[config.mk]
export PLATFORM = sky130hd
export DESIGN_NAME = pulse_measure
export DESIGN_NICKNAME = d
export VERILOG_FILES = /design/src/rtl/pulse_measure.sv
export SDC_FILE = /design/constraint.sdc
export NUM_CORES = 1
export LEC_CHECK = 0
export ABC_AREA = 1
export CAP_MARGIN = 20
export CORE_ASPECT_RATIO = 1.75
export CORE_MARGIN = 1
export CORE_UTILIZATION = 25
export CTS_CLUSTER_DIAMETER = 80
export DETAILED_ROUTE_END_ITERATION = 10
export SYNTH_ARGS = -nofsm -noshare
export SYNTH_HDL_FRONTEND = slang
export SYNTH_SLANG_ARGS = --single-unit
[constraint.sdc]
create_clock -name clock -period 2.75 [get_ports clock]
set_input_delay 0.55 -clock clock [delete_from_list [all_inputs] [get_ports clock]]
set_output_delay 0.55 -clock clock [all_outputs]
set_load 0.005 [all_outputs]
[src/rtl/pulse_measure.sv]
// pulse_measure
//   Sits behind the glitch filter. Turns the clean level sig_in into one-cycle
//   rise/fall event pulses and measures every high pulse in clock cycles. Each
//   result is offered on a valid/ready port. If a result completes while an
//   earlier one is still unaccepted, the new result is dropped and a sticky
//   overrun flag is raised.
//
//   Optional feature, enabled by defining PULSE_MEASURE_PERIOD_EN:
//     adds a rise-to-rise period measurement (period / period_valid).
//
//   Reset is synchronous and active-low (reset = 0 at a rising clock edge).
module pulse_measure #(
  parameter int CNT_W = 16
) (
  input  logic             clock,
  input  logic             reset,
  input  logic             sig_in,
  output logic             rise_pulse,
  output logic             fall_pulse,
  output logic [CNT_W-1:0] width,
  output logic             width_sat,
  output logic             width_valid,
  input  logic             width_ready,
  output logic             overrun
`ifdef PULSE_MEASURE_PERIOD_EN
  ,
  output logic [CNT_W-1:0] period,
  output logic             period_valid
`endif
);

  // Counter limits.
  localparam logic [CNT_W-1:0] CNT_MAX  = {CNT_W{1'b1}};
  localparam logic [CNT_W-1:0] CNT_ONE  = {{(CNT_W-1){1'b0}}, 1'b1};
  localparam logic [CNT_W-1:0] CNT_ZERO = {CNT_W{1'b0}};

  // ARM waits for the first low sample after reset, so that a pulse already
  // in progress at reset release is never measured.
  typedef enum logic [1:0] {
    ST_ARM  = 2'd0,
    ST_IDLE = 2'd1,
    ST_HIGH = 2'd2
  } state_t;

  // Saturating increment shared by the width and period counters.
  function automatic logic [CNT_W-1:0] sat_inc(input logic [CNT_W-1:0] value);
    if (value == CNT_MAX) begin
      sat_inc = value;
    end else begin
      sat_inc = value + CNT_ONE;
    end
  endfunction

  state_t           r_state;
  logic             r_sig_d;
  logic [CNT_W-1:0] r_cnt;
  logic             r_cnt_sat;
  logic             r_rise_pulse;
  logic             r_fall_pulse;
  logic [CNT_W-1:0] r_width;
  logic             r_width_sat;
  logic             r_width_valid;
  logic             r_overrun;

  logic             w_rise;
  logic             w_fall;
  logic             w_complete;
  logic             w_xfer;

  // Edge detection against the one-cycle-delayed level, plus handshake events.
  always_comb begin
    w_rise     = sig_in & ~r_sig_d;
    w_fall     = ~sig_in & r_sig_d;
    w_xfer     = r_width_valid & width_ready;
    w_complete = 1'b0;
    if (r_state == ST_HIGH) begin
      w_complete = w_fall;
    end else begin
      w_complete = 1'b0;
    end
  end

  // Delay sig_in by one cycle for edge detection.
  always_ff @(posedge clock) begin
    if (!reset) begin
      r_sig_d <= 1'b0;
    end else begin
      r_sig_d <= sig_in;
    end
  end

  // Measurement FSM: arm, wait for a rise, count high samples, emit edge pulses.
  always_ff @(posedge clock) begin
    if (!reset) begin
      r_state      <= ST_ARM;
      r_cnt        <= CNT_ZERO;
      r_cnt_sat    <= 1'b0;
      r_rise_pulse <= 1'b0;
      r_fall_pulse <= 1'b0;
    end else begin
      r_rise_pulse <= 1'b0;
      r_fall_pulse <= 1'b0;
      case (r_state)
        ST_ARM: begin
          // No pulses and no counting until the line has been seen low.
          if (!sig_in) begin
            r_state <= ST_IDLE;
          end else begin
            r_state <= ST_ARM;
          end
        end
        ST_IDLE: begin
          if (w_rise) begin
            // The sample that shows the rise is the first high sample.
            r_state      <= ST_HIGH;
            r_cnt        <= CNT_ONE;
            r_cnt_sat    <= 1'b0;
            r_rise_pulse <= 1'b1;
          end else begin
            r_state <= ST_IDLE;
          end
        end
        ST_HIGH: begin
          if (w_fall) begin
            // The count is final; the output stage picks it up this edge.
            r_state      <= ST_IDLE;
            r_fall_pulse <= 1'b1;
          end else if (sig_in) begin
            r_cnt <= sat_inc(r_cnt);
            if (r_cnt == CNT_MAX) begin
              r_cnt_sat <= 1'b1;
            end else begin
              r_cnt_sat <= r_cnt_sat;
            end
          end else begin
            r_state <= ST_HIGH;
          end
        end
        default: begin
          r_state <= ST_ARM;
        end
      endcase
    end
  end

  // Result register with valid/ready handshake and sticky overrun.
  always_ff @(posedge clock) begin
    if (!reset) begin
      r_width       <= CNT_ZERO;
      r_width_sat   <= 1'b0;
      r_width_valid <= 1'b0;
      r_overrun     <= 1'b0;
    end else if (w_complete) begin
      if (!r_width_valid || w_xfer) begin
        // Slot empty, or being emptied at this very edge: take the new result.
        r_width       <= r_cnt;
        r_width_sat   <= r_cnt_sat;
        r_width_valid <= 1'b1;
      end else begin
        // Consumer still holds the old result: keep it, drop the new one.
        r_overrun <= 1'b1;
      end
    end else if (w_xfer) begin
      r_width_valid <= 1'b0;
    end else begin
      r_width_valid <= r_width_valid;
    end
  end

  assign rise_pulse  = r_rise_pulse;
  assign fall_pulse  = r_fall_pulse;
  assign width       = r_width;
  assign width_sat   = r_width_sat;
  assign width_valid = r_width_valid;
  assign overrun     = r_overrun;

`ifdef PULSE_MEASURE_PERIOD_EN
  logic [CNT_W-1:0] r_pcnt;
  logic [CNT_W-1:0] r_period;
  logic             r_period_valid;
  logic             r_seen_rise;
  logic             w_rise_evt;

  // Only rises that also produce rise_pulse count as period boundaries.
  always_comb begin
    w_rise_evt = 1'b0;
    if (r_state == ST_IDLE) begin
      w_rise_evt = w_rise;
    end else begin
      w_rise_evt = 1'b0;
    end
  end

  // Free-running rise-to-rise counter; the first rise after arming only starts it.
  always_ff @(posedge clock) begin
    if (!reset) begin
      r_pcnt         <= CNT_ZERO;
      r_period       <= CNT_ZERO;
      r_period_valid <= 1'b0;
      r_seen_rise    <= 1'b0;
    end else begin
      r_period_valid <= 1'b0;
      if (w_rise_evt) begin
        r_pcnt      <= CNT_ONE;
        r_seen_rise <= 1'b1;
        if (r_seen_rise) begin
          r_period       <= r_pcnt;
          r_period_valid <= 1'b1;
        end else begin
          r_period <= r_period;
        end
      end else begin
        r_pcnt <= sat_inc(r_pcnt);
      end
    end
  end

  assign period       = r_period;
  assign period_valid = r_period_valid;
`endif

endmodule

==> summary.txt <==
Outcome
  • Status: complete, no violations

Timing
  • Final min period: about 2.1 ns
  • Fmax: 483.0 MHz
  • Final Skew: ~0.0068 ns
  • Max-slew violation total from the final report: 0
  • Final hold vios: 0
  • Worst-margin pin slew: approximately 0.63 ns
  • Setup violators final: 0
  • Final period utilization: 75.29%
  • Slew HR: 57.72%
  • Fin Setup TNS: 0 ns
  • RSZ-0062 raised after global routing: false

Cells and area
  • N_diodes: 0
  • Area of the multi-input gates: approximately 1000 um2
  • Fraction of layout cells with a size suffix above 1: 10.00%
  • Final std cells w/o fill: 420
  • Area grow syn2layout: 22.89%
  • Most frequent cells in the layout: nand2_1 (87), dfxtp_1 (41), inv_1 (37)
  • Most common cell after layout, fill and taps aside: nand2_1
  • Fillers: 851
  • Seq. cell area: 820.8 um2
  • Fin util: 31.77%
  • Nets: roughly 330
  • Fin area: 0.002512 mm2

Floorplanning
  • Ports: 25
  • Die area: 0.008558 mm2
  • Row cnt: 43
  • Chip height: 121.6 um
  • Core Region: 0.007909 mm2
  • Initial Util: between 20 and 30%
  • Die Span X: 70.36 um

Synth
  • Cells after Synth: slightly above 300
  • Synth Area in Adders: 0.6120%
  • Compound-Gate Fraction of Synth Area: 9.547%
  • Synth unique cells: 25
  • Simple-gate area share of the yosys netlist: 38.62%
  • Largest family of logic cells by synthesized area: simple AND/OR/NAND/NOR gates
  • Sequential-to-total area share from yosys stat: approximately two fifths
  • Post-Synth XOR/XNOR Area: 0%
  • Post-synthesis mux area share: 0%
  • Syn Nets: 309
  • YS warnings: 0
  • Post-synthesis area per instance: 6.725 um2
  • Netlist Area Pre-Place: 0.002044 mm2
  • Flops & latches, synth: 41

Worst setup path
  • CP arrival: 2.31 ns
  • CP bufs+invs: 1
  • Slowest stage delay, CP: 0.42 ns
  • CP delay by family, top: simple AND/OR/NAND/NOR gates
  • Crit-path most repeated cell: nand3_2
  • Crit path cell chain: ha_1 > nand3_2 > nor2_4 > nand3_2 > nand3_2 > nand2_2 > nand2_1 > nand2_1 > inv_1
  • Worst Setup Path Type: reg2reg
  • Slowest-stage cell, CP: dfxtp_1
  • Worst EP required: 2.99 ns
  • Crit path max fanout: 12
  • CP startpoint kind: flip-flop
  • Critical path endpoint category: flip-flop

Clocking
  • H-tree depth: 2
  • # hold bufs at CTS: 0
  • Buffers from clock root to sink, at most: 2
  • PostCTS Resize Cnt: 0
  • Clk sinks: 41
  • Clock Tree Root: clkbuf_16
  • CTS buffer count: 5
  • CTS tree: built
  • Setup Fix Bufs, Post-CTS: 0
  • Worst skew pair latency: between 0.2 and 0.3 ns
  • Clk slew on worst S/H paths: 0.06 ns

Placed design
  • Cell count after placement: 412
  • Routability congestion estimate: roughly 0.89
  • Final HPWL DP: 3.891 mm
  • Port buffer count: 24
  • Placed Area: approximately 0.0024 mm2

Power and ir drop
  • Pwr dens: 512.5 mW/mm2
  • Static leakage power: 1.026 nW
  • Total power: 1.288 mW
  • VDD IR max: 0.0002381 V
  • Logic pwr share: under 10%
  • Sw Share: between 20% and 30%
  • Power share of the clock group: 44.9%
  • Internal power: slightly below 1 mW
  • Switching power: 0.3223 mW
  • Reg power frac: 47.8%

Drt
  • Final WL: 5.192 mm
  • Routed Antenna Nets: 0
  • Wire per inst: 12.36 um
  • Via/cell ratio: roughly 4.7
  • Initial DRC Count: 165
  • Via count: 1,970
  • DRC errors left: 0
  • Drt first pass iters: 4

Hold path
  • Worst min path class: reg2reg

Global routing
  • Pin count of the biggest net entering global routing: 26
  • GR peak layer: met2
  • First-pass GRT wire length: 8.797 mm
  • Routing usage on met2: 24.52%
  • Remaining Overflow, GRT: 0
  • Vias in the first global route: 1,907
  • GRT Total Usage: 13.15%
  • Met3 usage: under 10%
  • Initial antenna violation count: 0
  • GR Util met1: a little over an eighth

Job
  • Maxcap violations: 0
[routing by layer]
| layer | wire [um] | share of wire [%] |
|---|---|---|
| met1 | 2072 | 40 |
| met2 | 2851 | 55 |
| met3 | 118 | 2.3 |
| met4 | 149 | 2.9 |
| met5 | 0 | 0 |
[synthesized netlist by cell type, drive strengths merged]
cell type / instances / share of area [%]
dfxtp: 41 / 40
nand3: 35 / 9.3
nor3: 5 / 1.2
inv: 43 / 7.9
buf: 7 / 2.3
ha: 1 / 0.61
o21ai: 9 / 2.2
nand2: 91 / 17
a21oi: 27 / 7.3
clkinv: 1 / 0.18
nor2: 26 / 6.3
nand4: 14 / 4.6
clkbuf: 4 / 0.73
[worst reg2reg max path: cells and delay by family (launching register included)]
kind / cells / cell delay (ns)
DFF: 1 / 0.42
adders and majority gates: 1 / 0.24
buffers and inverters: 1 / 0.05
and+or+nand+nor: 7 / 1.31
[power groups by stage]
| stage | registers [mW] | clock network, mW | logic, mW |
|---|---|---|---|
| floorplan | 0.626 | 0 | 0.0705 |
| global placement | 0.628 | 0 | 0.0912 |
| detailed placement | 0.629 | 0 | 0.0932 |
| CTS | 0.615 | 0.588 | 0.0938 |
| global route | 0.617 | 0.606 | 0.105 |
| finish | 0.616 | 0.578 | 0.0942 |
[per-stage QoR]
stage	setup slack [ns]	hold slack [ns]
finish	0.6796	0.4589
global route	0.5129	0.4756
CTS	0.6979	0.4616
detailed placement	0.5226	0.4542
global placement	0.5796	0.4320
floorplan	1.290	0.4388
[logic make-up after synthesis]
group	count (synthesis)
flops	41
fa+ha+maj	1
simple gates	171
compound gates	36
buf+inv	55
[path summary, 6_finish.rpt]
check	startpoint	end	slack (ns)	depth (start not counted)
max reg2reg	r_cnt[0]	r_cnt[6]	0.68	9
min	width[7]	width[7]	0.46	2
min reg2reg	width[7]	width[7]	0.46	2
max	r_cnt[0]	r_cnt[6]	0.68	9
[area by class of cell]
cell class / instances / share of cell area, %
clock buffers: 6 / 5.129
clock inverters: 2 / 0.3984
inverters: 44 / 6.574
multi-input cells: 208 / 39.69
flip-flops and latches: 41 / 32.67
well taps: 90 / 4.482
repair buffers: 29 / 11.06
Power figures use the tool's default switching activity.
